[src/rtl/hazard_pkg.sv]
// -----------------------------------------------------------------------------
// hazard_pkg
// Shared types and constants for the RV32I pipeline hazard controller.
//   hz_state_t : memory-wait state machine encoding (RUN / MEM_WAIT / ERROR)
//   FWD_*      : ALU operand forwarding select encodings
//   WAIT_W     : width of the memory-wait watchdog counter
//   reg_match  : "a writing stage produces the register this source reads"
// -----------------------------------------------------------------------------
package hazard_pkg;

   typedef enum logic [1:0] {
      RUN      = 2'd0,
      MEM_WAIT = 2'd1,
      ERROR    = 2'd2
   } hz_state_t;

   localparam logic [1:0] FWD_RF  = 2'b00;   // register file value
   localparam logic [1:0] FWD_WB  = 2'b01;   // Writeback result
   localparam logic [1:0] FWD_MEM = 2'b10;   // Memory-stage ALU result

   localparam int WAIT_W = 8;

   // x0 is hard-wired to zero, so a write to it never produces a value worth
   // forwarding and never creates a dependency.
   function automatic logic reg_match(input logic       wr_en,
                                      input logic [4:0] rd,
                                      input logic [4:0] rs);
      return wr_en && (rd != 5'd0) && (rd == rs);
   endfunction

endpackage

[src/rtl/hazard_controller_forward_unit.sv]
// -----------------------------------------------------------------------------
// forward_unit
// Combinational forwarding select for one ALU source operand in Execute.
// Ports:
//   rs          in  5  source register of the operand in Execute
//   rd_m        in  5  destination register in Memory
//   reg_write_m in  1  Memory stage writes the register file
//   rd_w        in  5  destination register in Writeback
//   reg_write_w in  1  Writeback stage writes the register file
//   fwd_sel     out 2  FWD_MEM / FWD_WB / FWD_RF
// -----------------------------------------------------------------------------
module forward_unit
   import hazard_pkg::*;
(
   input  logic [4:0] rs,
   input  logic [4:0] rd_m,
   input  logic       reg_write_m,
   input  logic [4:0] rd_w,
   input  logic       reg_write_w,
   output logic [1:0] fwd_sel
);

   always_comb begin
      fwd_sel = FWD_RF;
      // Memory holds the younger instruction, so it wins over Writeback.
      if (reg_match(reg_write_m, rd_m, rs)) begin
         fwd_sel = FWD_MEM;
      end else if (reg_match(reg_write_w, rd_w, rs)) begin
         fwd_sel = FWD_WB;
      end
   end

endmodule

[src/rtl/hazard_controller.sv]
// -----------------------------------------------------------------------------
// hazard_controller
// Stall / flush / forwarding control for the 5-stage RV32I pipeline, with a
// memory-wait watchdog and saturating stall and flush counters.
// Ports:
//   clk, rst_n                        clock (rising edge), async active-low reset
//   Rs1D, Rs2D                  in  5 Decode source registers
//   Rs1E, Rs2E, RdE             in  5 Execute sources / destination
//   MemReadE                    in  1 load in Execute
//   PCSrcE                      in  1 taken branch / jump resolved in Execute
//   RdM, RdW                    in  5 Memory / Writeback destinations
//   RegWriteM, RegWriteW        in  1 Memory / Writeback write enables
//   MemAccessM                  in  1 load or store in Memory
//   DMemReadyM                  in  1 data memory completes this cycle
//   StallF/D/E/M                out 1 hold PC, F/D, D/E, E/M
//   FlushD/E/W                  out 1 bubble into F/D, D/E, M/W
//   ForwardAE, ForwardBE        out 2 ALU operand selects
//   MemTimeout                  out 1 sticky watchdog error
//   StallCount, FlushCount      out CNT_WIDTH saturating counters
// -----------------------------------------------------------------------------
module hazard_controller
   import hazard_pkg::*;
#(
   parameter int unsigned CNT_WIDTH   = 32,
   parameter int unsigned MEM_TIMEOUT = 16   // legal range 1..255
)(
   input  logic                 clk,
   input  logic                 rst_n,
   input  logic [4:0]           Rs1D,
   input  logic [4:0]           Rs2D,
   input  logic [4:0]           Rs1E,
   input  logic [4:0]           Rs2E,
   input  logic [4:0]           RdE,
   input  logic                 MemReadE,
   input  logic                 PCSrcE,
   input  logic [4:0]           RdM,
   input  logic [4:0]           RdW,
   input  logic                 RegWriteM,
   input  logic                 RegWriteW,
   input  logic                 MemAccessM,
   input  logic                 DMemReadyM,
   output logic                 StallF,
   output logic                 StallD,
   output logic                 StallE,
   output logic                 StallM,
   output logic                 FlushD,
   output logic                 FlushE,
   output logic                 FlushW,
   output logic [1:0]           ForwardAE,
   output logic [1:0]           ForwardBE,
   output logic                 MemTimeout,
   output logic [CNT_WIDTH-1:0] StallCount,
   output logic [CNT_WIDTH-1:0] FlushCount
);

   localparam logic [WAIT_W-1:0]    TIMEOUT_VAL = MEM_TIMEOUT[WAIT_W-1:0];
   localparam logic [WAIT_W-1:0]    WAIT_ONE    = {{(WAIT_W-1){1'b0}}, 1'b1};
   localparam logic [CNT_WIDTH-1:0] CNT_ONE     = {{(CNT_WIDTH-1){1'b0}}, 1'b1};
   localparam logic [CNT_WIDTH-1:0] CNT_MAX     = {CNT_WIDTH{1'b1}};

   // ------------------------------------------------------------------
   // Forwarding: one forward_unit per ALU operand
   // ------------------------------------------------------------------
   logic [4:0] rs_e    [2];
   logic [1:0] fwd_sel [2];

   assign rs_e[0] = Rs1E;
   assign rs_e[1] = Rs2E;

   genvar gi;
   generate
      for (gi = 0; gi < 2; gi++) begin : g_fwd
         forward_unit u_fwd (
            .rs          (rs_e[gi]),
            .rd_m        (RdM),
            .reg_write_m (RegWriteM),
            .rd_w        (RdW),
            .reg_write_w (RegWriteW),
            .fwd_sel     (fwd_sel[gi])
         );
      end
   endgenerate

   assign ForwardAE = fwd_sel[0];
   assign ForwardBE = fwd_sel[1];

   // ------------------------------------------------------------------
   // State
   // ------------------------------------------------------------------
   hz_state_t             state_q,       state_d;
   logic [WAIT_W-1:0]     wait_cnt_q,    wait_cnt_d;
   logic                  mem_timeout_q, mem_timeout_d;
   logic [CNT_WIDTH-1:0]  stall_cnt_q,   stall_cnt_d;
   logic [CNT_WIDTH-1:0]  flush_cnt_q,   flush_cnt_d;

   // ------------------------------------------------------------------
   // Hazard detection
   // ------------------------------------------------------------------
   logic              mem_busy;
   logic              lw_stall;
   logic              frz;
   logic [WAIT_W-1:0] wait_inc;

   always_comb begin
      mem_busy = MemAccessM && !DMemReadyM;
      // A taken branch squashes the dependent Decode instruction anyway, so
      // stalling for it would only waste a cycle.
      lw_stall = MemReadE && (RdE != 5'd0) &&
                 ((RdE == Rs1D) || (RdE == Rs2D)) && !PCSrcE;
      frz      = mem_busy || (state_q == ERROR);
      // Saturate so a very long wait can never wrap back below the limit.
      wait_inc = (wait_cnt_q == {WAIT_W{1'b1}}) ? wait_cnt_q
                                                : wait_cnt_q + WAIT_ONE;
   end

   // ------------------------------------------------------------------
   // Pipeline control outputs
   // ------------------------------------------------------------------
   always_comb begin
      StallF = 1'b0;
      StallD = 1'b0;
      StallE = 1'b0;
      StallM = 1'b0;
      FlushD = 1'b0;
      FlushE = 1'b0;
      FlushW = 1'b0;
      if (frz) begin
         // Whole front of the pipe holds; a bubble drains out of Memory.
         // FlushD/FlushE stay low so a branch resolved in the held Execute
         // stage is still there and acts on the first unfrozen cycle.
         StallF = 1'b1;
         StallD = 1'b1;
         StallE = 1'b1;
         StallM = 1'b1;
         FlushW = 1'b1;
      end else begin
         StallF = lw_stall;
         StallD = lw_stall;
         FlushD = PCSrcE;
         FlushE = PCSrcE || lw_stall;
      end
   end

   // ------------------------------------------------------------------
   // Memory-wait state machine and watchdog
   // ------------------------------------------------------------------
   always_comb begin
      state_d    = state_q;
      wait_cnt_d = wait_cnt_q;
      case (state_q)
         RUN: begin
            wait_cnt_d = '0;
            if (mem_busy) begin
               // The entry cycle is already one busy cycle; with a limit
               // of 1 it alone is enough to trip the watchdog.
               wait_cnt_d = wait_inc;
               state_d    = (wait_inc >= TIMEOUT_VAL) ? ERROR : MEM_WAIT;
            end
         end
         MEM_WAIT: begin
            if (DMemReadyM) begin
               state_d    = RUN;
               wait_cnt_d = '0;
            end else if (mem_busy) begin
               wait_cnt_d = wait_inc;
               if (wait_inc >= TIMEOUT_VAL) begin
                  state_d = ERROR;
               end
            end else begin
               // Access withdrawn without completing: the busy run is
               // broken, so restart the count.
               wait_cnt_d = '0;
            end
         end
         ERROR: begin
            // Sticky until reset.
            state_d = ERROR;
         end
         default: begin
            state_d    = RUN;
            wait_cnt_d = '0;
         end
      endcase
      mem_timeout_d = (state_d == ERROR);
   end

   // ------------------------------------------------------------------
   // Saturating debug counters
   // ------------------------------------------------------------------
   always_comb begin
      stall_cnt_d = stall_cnt_q;
      flush_cnt_d = flush_cnt_q;
      if ((StallF || StallD || StallE || StallM) && (stall_cnt_q != CNT_MAX)) begin
         stall_cnt_d = stall_cnt_q + CNT_ONE;
      end
      if (FlushD && (flush_cnt_q != CNT_MAX)) begin
         flush_cnt_d = flush_cnt_q + CNT_ONE;
      end
   end

   // ------------------------------------------------------------------
   // Registers
   // ------------------------------------------------------------------
   always_ff @(posedge clk or negedge rst_n) begin
      if (!rst_n) begin
         state_q       <= RUN;
         wait_cnt_q    <= '0;
         mem_timeout_q <= 1'b0;
         stall_cnt_q   <= '0;
         flush_cnt_q   <= '0;
      end else begin
         state_q       <= state_d;
         wait_cnt_q    <= wait_cnt_d;
         mem_timeout_q <= mem_timeout_d;
         stall_cnt_q   <= stall_cnt_d;
         flush_cnt_q   <= flush_cnt_d;
      end
   end

   assign MemTimeout = mem_timeout_q;
   assign StallCount = stall_cnt_q;
   assign FlushCount = flush_cnt_q;

endmodule

[config.mk]
export PLATFORM = sky130hd
export DESIGN_NAME = hazard_controller
export DESIGN_NICKNAME = d
export VERILOG_FILES = /design/src/rtl/hazard_pkg.sv /design/src/rtl/hazard_controller_forward_unit.sv /design/src/rtl/hazard_controller.sv
export SDC_FILE = /design/constraint.sdc
export NUM_CORES = 1
export LEC_CHECK = 0
export ABC_AREA = 1
export BUFFER_PORTS_ARGS = -buffer_cell sky130_fd_sc_hd__buf_2
export CAP_MARGIN = 20
export CORE_MARGIN = 5
export CORE_UTILIZATION = 50
export CTS_BUF_LIST = sky130_fd_sc_hd__clkbuf_4 sky130_fd_sc_hd__clkbuf_8
export DETAILED_ROUTE_END_ITERATION = 8
export PLACE_DENSITY = 0.86
export SLEW_MARGIN = 10
export SYNTH_ARGS = -nofsm -noshare
export SYNTH_HDL_FRONTEND = slang
export SYNTH_SLANG_ARGS = --single-unit
[constraint.sdc]
create_clock -name clk -period 2.9 [get_ports clk]
set_input_delay 0.435 -clock clk [delete_from_list [all_inputs] [get_ports clk]]
set_output_delay 0.435 -clock clk [all_outputs]
set_load 0.05 [all_outputs]
==> flow_summary_export.csv, run 1 <==
group,metric,value,unit
job,max-cap-violations,0,
critical_path,crit_chain,"nor2_2 > inv_2 > nand2_2 > inv_1 > nand2_2 > buf_2",
synth,yosys.cell_types.count,32,
synth,synth_fp_nets,863,
critical_path,criticalPathCategory,"flop to output pin",
synth,synth-seq-area-share,34.6,%
drt,dr_total_vias,5594,
cts,cts_buffers,9,
min_path,min_path_type,"primary input to flop",
sta,hold_violations,0,
cts,insertion_delay,360,ps
drt,viasPerCell,5.17,
drt,first_pass_iters,6,
power_and_ir_drop,power_density,512,mW/mm2
place,portBuffers,118,
drt,wl,14800,um
finish,area_growth,17.1,%
cts,path_clk_slew,80,ps
critical_path,crit_top_cell,"nand2_2",
sta,max_freq,431,MHz
grt,grt_overflow_total,0,
drt,wire_per_inst,13.7,um
grt,grt_use_total,23.4,%
cts,cts.repair.resized,0,
power_and_ir_drop,clock_power_share,26.0,%
sta,max-slew-margin-rel,64.6,%
die,initial_utilization,50.4,%
sta,worstMarginPinSlew,529,ps
power_and_ir_drop,ir_drop,0.578,mV
critical_path,worstSetupStartpoint,"state_q[0]",
cts,cts_sinks,75,
critical_path,startpoint_type,"flop",
critical_path,crit_path_top_delay_cell,"dfrtp_1",
synth,ys_ff_latch,75,
die,rows,38,
outcome,status,"complete, no violations",
power_and_ir_drop,leakagePower,3.30,nW
finish,antennaDiodeCount,0,
critical_path,rrSetupSlack,750,ps
critical_path,r2r_start,"StallCount[1]",
cts,htreeDepth,3,
sta,rsz0062_at_grt,"no",
synth,synth_cells,817,
power_and_ir_drop,power_switching,1.39,mW
power_and_ir_drop,internal_power,1.86,mW
synth,synth_area_leader_cell,"dfrtp_1",
cts,clock_path_buffers,2,
power_and_ir_drop,combinationalPowerShare,32.6,%
critical_path,timing.rr.end,"StallCount[10]",
synth,yosysTopAreaCellShare,34.6,%
grt,grt_pass1_vias,5344,
power_and_ir_drop,p_sw_share,42.7,%
sta,period_minus_slack,2320,ps
critical_path,cp.depth,6,
cts,cts_tree,"yes",
place,place_hpwl,11400,um
critical_path,crit_family,"simple AND/OR/NAND/NOR gates",
critical_path,rr_worst_depth,9,
finish,nFillCells,1062,
cts,root_buffer,"clkbuf_8",
grt,grt_max_degree,76,
die,die-area,0.0130,mm2
sta,setup_tns,0,ps
power_and_ir_drop,pwr-share-seq,41.4,%
place,gp_congestion,0.961,
sta,skew,9.63,ps
critical_path,cp.arrival,1890,ps
grt,antenna_found_initial,0,
die,die_h,114,um
critical_path,crit_fanout,10,
finish,drive_above_1_share,18.2,%
finish,nets,982,
synth,syn_area,0.00542,mm2
finish,fin_util,59.0,%
die,die_x,114,um
critical_path,critical-path-max-stage-delay,410,ps
drt,drt_iter0_markers,387,
synth,synthTopCellsByArea,"dfrtp_1 35%, nand2_1 22%, xor2_1 6.5%, nand3_1 6.0%, nor2_1 5.8%",
grt,grt_pass1_wl,24900,um
sta,finalSetupViolCount,0,
drt,post-route-drc-count,0,
sta,slew_violations,0,
synth,ys_warn_count,0,
critical_path,crit_buf_inv,3,
drt,postRouteAntennaNets,0,
die,core-area,0.0107,mm2
synth,avgSynthCellArea,6.63,um2
sta,min_period_over_period,80.0,%
critical_path,end_kind,"output pin",
critical_path,worstSetupEndpoint,"StallD",
critical_path,required,2470,ps
die,io_pins,119,
-- cells by family after synthesis --
group | Yosys count | share of synthesized area, %
fa+ha+maj | 3 | 0.693
buf+inv | 103 | 8.38
xor+xnor | 59 | 9.54
flops | 75 | 34.6
compound gates | 41 | 4.20
simple gates | 536 | 42.5
-- metal layers --
layer  GRT usage (%)  vias up  routed length [um]
met5               0        -                   0
met4            8.00        0                 331
met3            5.34       35                1010
met2            37.9      209                6840
met1            30.9     2553                6580
li1                -     2797                   -
-- power by group through the flow --
| stage | logic (mW) | registers [mW] | clock network [mW] |
|---|---|---|---|
| after global routing | 1.15 | 1.36 | 0.913 |
| after global placement | 1.03 | 1.36 | 0 |
| after CTS | 1.06 | 1.34 | 0.867 |
| final | 1.06 | 1.34 | 0.844 |
| after floorplan | 0.412 | 1.70 | 0 |
| after detailed placement | 1.06 | 1.36 | 0 |
-- tightest hold or removal path: cells and delay by family --
kind            cells  cell delay, ps
buf+inv             1              90
compound gates      2             120
simple gates        1              50
-- synthesized netlist by cell type --
master,instances
nor4_2,1
nor2_1,84
nand3b_4,1
nand3_1,65
o22ai_1,1
nand3b_1,10
o21ai_0,25
nand2_1,319
xnor2_1,19
dfrtp_1,75
a21boi_1,2
buf_6,5
nand3_2,1
nor3_2,2
nor3_1,23
xor2_1,40
nand2_4,2
nor3b_1,1
a21oi_1,6
buf_4,6
nor2_4,3
inv_2,4
o21ai_1,5
inv_1,82
nand4_1,7
nor2_2,9
nor4_1,3
nand2_2,5
ha_1,3
a21boi_0,1
a21boi_4,1
buf_2,6
-- registers in the layout, summed over array words and instances (netlist names) --
| name | flops |
|---|---|
| FlushCount | 32 |
| MemTimeout | 1 |
| StallCount | 32 |
| state_q | 2 |
| wait_cnt_q | 8 |
-- cell usage in the layout, fill, tap and decap left out, drive strengths merged --
cell type    count
nor2            96
nor3b            1
clkinvlp         2
bufinv           1
nand2          326
ha               3
a21boi           4
o21ai           30
inv             87
o22ai            1
clkinv           2
xor2            40
dfrtp           75
nor3            25
nor4             4
dlygate4sd3      1
nand3           66
buf            124
xnor2           19
nand3b          11
a21oi            6
nand4            7
clkbuf          10
-- layout make-up --
class                   instances  area (um2)  share of cell area [%]
clock inverters                 6        63.8                    1.01
multi-input cells             639        3100                    48.9
well taps                     140         175                    2.76
flip-flops and latches         75        1880                    29.6
inverters                      86         323                    5.09
repair buffers                125         668                    10.5
clock buffers                  10         138                    2.17
-- metrics by stage --
stage | area [um2] | power (mW) | hold WS, ps | setup slack, ps | std cells
3_5_place_dp | 6100 | 2.42 | 518 | 789 | 1063
5_1_grt | 6340 | 3.43 | 348 | 437 | 1081
4_1_cts | 6310 | 3.27 | 252 | 581 | 1079
6_report | 6340 | 3.25 | 353 | 579 | 1081
2_1_floorplan | 5430 | 2.11 | 139 | 324 | 817
3_3_place_gp | 6100 | 2.38 | 492 | 829 | 1063
-- repair_timing --
item                      in CTS  in global routing
setup buffers                  0                  0
hold buffers                   0                  1
hold endpoints to repair       0                 21
-- worst min path at each step --
stage	startpoint	to	depth (start not counted)
finish	DMemReadyM	state_q[0]	4
global route	DMemReadyM	state_q[0]	4
CTS	rst_n	FlushCount[13]	1
detailed placement	wait_cnt_q[0]	wait_cnt_q[0]	1
global placement	wait_cnt_q[0]	wait_cnt_q[0]	1
floorplan	rst_n	FlushCount[0]	0
(Power assumes the default switching activity.)
==> run 2: changes to the inputs <==
ABC_AREA = 0   (was 1)
CORE_UTILIZATION = 49   (was 50)
PLACE_DENSITY = 0.91   (was 0.86)
clock period = 1.9 ns   (was 2.9 ns; I/O delays follow)
==> flow_summary_export.csv, run 2 <==
group,metric,value,unit
sta,worstMarginPinSlew,458,ps
min_path,whs_path_depth,2,
sta,hold_violations,0,
power_and_ir_drop,power_density,507,mW/mm2
critical_path,critical-path-max-stage-delay,500,ps
synth,synth_most_common_cell,"dfrtp_1",
cts,clock_path_buffers,2,
grt,grt_pass1_vias,4078,
grt,antenna_found_initial,0,
critical_path,r2r_start,"FlushCount[14]",
die,die_h,101,um
synth,ys_warn_count,0,
synth,ys_ff_latch,75,
critical_path,rrSetupSlack,-180,ps
place,portBuffers,118,
cts,htreeDepth,3,
synth,async_flop_share,100,%
synth,synth_ff_type,"dfrtp_1",
synth,avgSynthCellArea,9.92,um2
power_and_ir_drop,internal_power,2.40,mW
outcome,status,"complete, but fails checks",
synth,synth_area_leader_cell,"dfrtp_1",
finish,nets,657,
power_and_ir_drop,leakagePower,2.96,nW
sta,period_minus_slack,2080,ps
finish,area_growth,51.7,%
grt,grt_use_total,22.9,%
sta,layout_setup_ws,-179,ps
min_path,min_path_type,"primary input to flop",
drt,dr_total_vias,4018,
die,die_x,101,um
cts,root_buffer,"clkbuf_8",
power_and_ir_drop,clock_power_share,40.7,%
critical_path,startpoint_type,"flop",
critical_path,crit_buf_inv,0,
critical_path,crit_family,"simple AND/OR/NAND/NOR gates",
sta,finalSetupViolCount,25,
synth,synth_cells,411,
finish,fin_area,0.00618,mm2
cts,path_clk_slew,80,ps
synth,synth_edf_count,0,
critical_path,end_kind,"flop",
sta,rsz0062_at_grt,"yes",
finish,antennaDiodeCount,0,
drt,post-route-drc-count,0,
min_path,hp-start,"DMemReadyM",
sta,setup_tns,-2270,ps
power_and_ir_drop,combinationalPowerShare,8.3,%
die,rows,33,
critical_path,rr_worst_depth,6,
critical_path,cp.arrival,2310,ps
place,gp_congestion,0.871,
die,die-area,0.0102,mm2
sta,min_period_over_period,109,%
finish,mostFrequentLayoutCells,"108 x buf_2, 74 x buf_4, 52 x xnor2_1",
sta,slew_violations,0,
drt,first_pass_iters,4,
place,placedInstanceArea,0.00560,mm2
drt,wire_per_inst,17.0,um
critical_path,required,2130,ps
critical_path,timing.rr.end,"FlushCount[14]",
cts,cts_tree,"yes",
die,io_pins,119,
critical_path,criticalPathCategory,"flop to flop",
grt,grt_overflow_total,0,
synth,synth_fp_nets,457,
critical_path,crit_chain,"nand4_1 > or4_1 > or4_4 > nand2b_4 > nor3_2 > xor2_1",
finish,drive_above_1_share,52.6,%
synth,yosysTopAreaCellShare,46.1,%
cts,insertion_delay,340,ps
critical_path,crit_fanout,6,
finish,fin_util,75.6,%
synth,yosys.cell_types.count,42,
sta,max-slew-margin-rel,69.4,%
sta,max_freq,481,MHz
place,place_hpwl,8690,um
power_and_ir_drop,pwr-share-seq,51.0,%
outcome,violations,"setup timing",
finish,final_common_cell,"buf_2",
job,max-cap-violations,0,
critical_path,crit_path_top_delay_cell,"or4_4",
power_and_ir_drop,power_switching,728,uW
synth,syn_area,0.00408,mm2
drt,postRouteAntennaNets,0,
die,initial_utilization,49.8,%
drt,viasPerCell,5.57,
die,core-area,0.00818,mm2
grt,grt_pass1_wl,19200,um
synth,synthTopCellsByArea,"dfrtp_1 46%, xnor2_1 11%, xor2_1 8.2%, nand3_1 4.7%, nand4_1 3.7%",
grt,grt_max_degree,76,
cts,cts_buffers,9,
sta,skew,13.0,ps
synth,synth-seq-area-share,46.1,%
cts,cts_sinks,75,
synth,yosys-top-cells-count,"75 x dfrtp_1, 53 x xnor2_1, 38 x nand3_1, 38 x xor2_1, 29 x nor2_1",
power_and_ir_drop,p_sw_share,23.2,%
min_path,min_to,"state_q[0]",
drt,wl,12300,um
power_and_ir_drop,ir_drop,0.311,mV
drt,drt_iter0_markers,159,
run 2: cell types whose count changed after synthesis, moves of 9 or more:
cell / before / now
and3_1: 0 / 18
inv_1: 82 / 10
nand2_1: 319 / 26
nand3_1: 65 / 38
nand3b_1: 10 / 0
nand4_1: 7 / 24
nor2_1: 84 / 29
nor2_2: 9 / 0
nor3_1: 23 / 13
o21ai_0: 25 / 9
xnor2_1: 19 / 53
run 2: worst max path at each step:
| stage | from | slack, ps | end | depth (start not counted) |
|---|---|---|---|---|
| 6_report | FlushCount[14] | -180 | FlushCount[14] | 6 |
| 5_1_grt | FlushCount[12] | -210 | FlushCount[30] | 7 |
| 4_1_cts | FlushCount[12] | -110 | FlushCount[14] | 6 |
| 3_5_place_dp | RdE[3] | -130 | StallCount[15] | 9 |
| 3_3_place_gp | RdW[0] | -90 | ForwardAE[0] | 6 |
| 2_1_floorplan | FlushCount[11] | -280 | FlushCount[1] | 5 |
run 2: final cells by class:
cell class	count	area [um2]
clock inverters	4	48.8
inverters	10	37.5
fillers	499	1990
repair buffers	199	1330
well taps	105	131
flip-flops and latches	75	1920
multi-input cells	316	2560
clock buffers	12	159
run 2: cell families after synthesis:
group	count (synthesis)	synth area share, %
AND/OR/NAND/NOR	188	25.6
XOR/XNOR	91	19.6
flip-flops	75	46.1
AO/OA/AOI/OAI	29	4.27
buffers and inverters	20	2.21
multiplexers	5	1.35
adder cells (fa/ha/maj)	3	0.921
run 2: layer usage:
layer / wire [um] / up-vias / GRT usage (%)
li1: - / 1855 / -
met1: 4610 / 1959 / 28.3
met2: 6620 / 172 / 41.4
met3: 733 / 32 / 3.24
met4: 293 / 0 / 7.16
met5: 0 / - / 0
run 2: what timing repair did:
| action | 4_1_cts | 5_1_grt |
|---|---|---|
| setup endpoints to repair | 23 | 63 |
| hold endpoints to repair | 69 | 0 |
| resized for setup | 23 | 42 |
| hold buffers | 1 | 0 |
| setup buffers | 3 | 10 |
| pin swaps | 4 | 15 |
run 2: through the flow:
step	setup WS, ps	hold slack (ps)	std cells	total power, mW
finish	-179	109	721	3.13
global route	-214	105	721	3.25
CTS	-106	100	711	3.13
detailed placement	-131	348	691	1.86
global placement	-87.6	341	691	1.85
floorplan	-277	-10.6	411	1.72
run 2: power groups by stage:
stage / Combinational (mW) / Sequential [mW] / Clock, mW
6_report: 0.260 / 1.60 / 1.27
5_1_grt: 0.283 / 1.60 / 1.37
4_1_cts: 0.244 / 1.60 / 1.29
3_5_place_dp: 0.234 / 1.63 / 0
3_3_place_gp: 0.222 / 1.63 / 0
2_1_floorplan: 0.0877 / 1.63 / 0
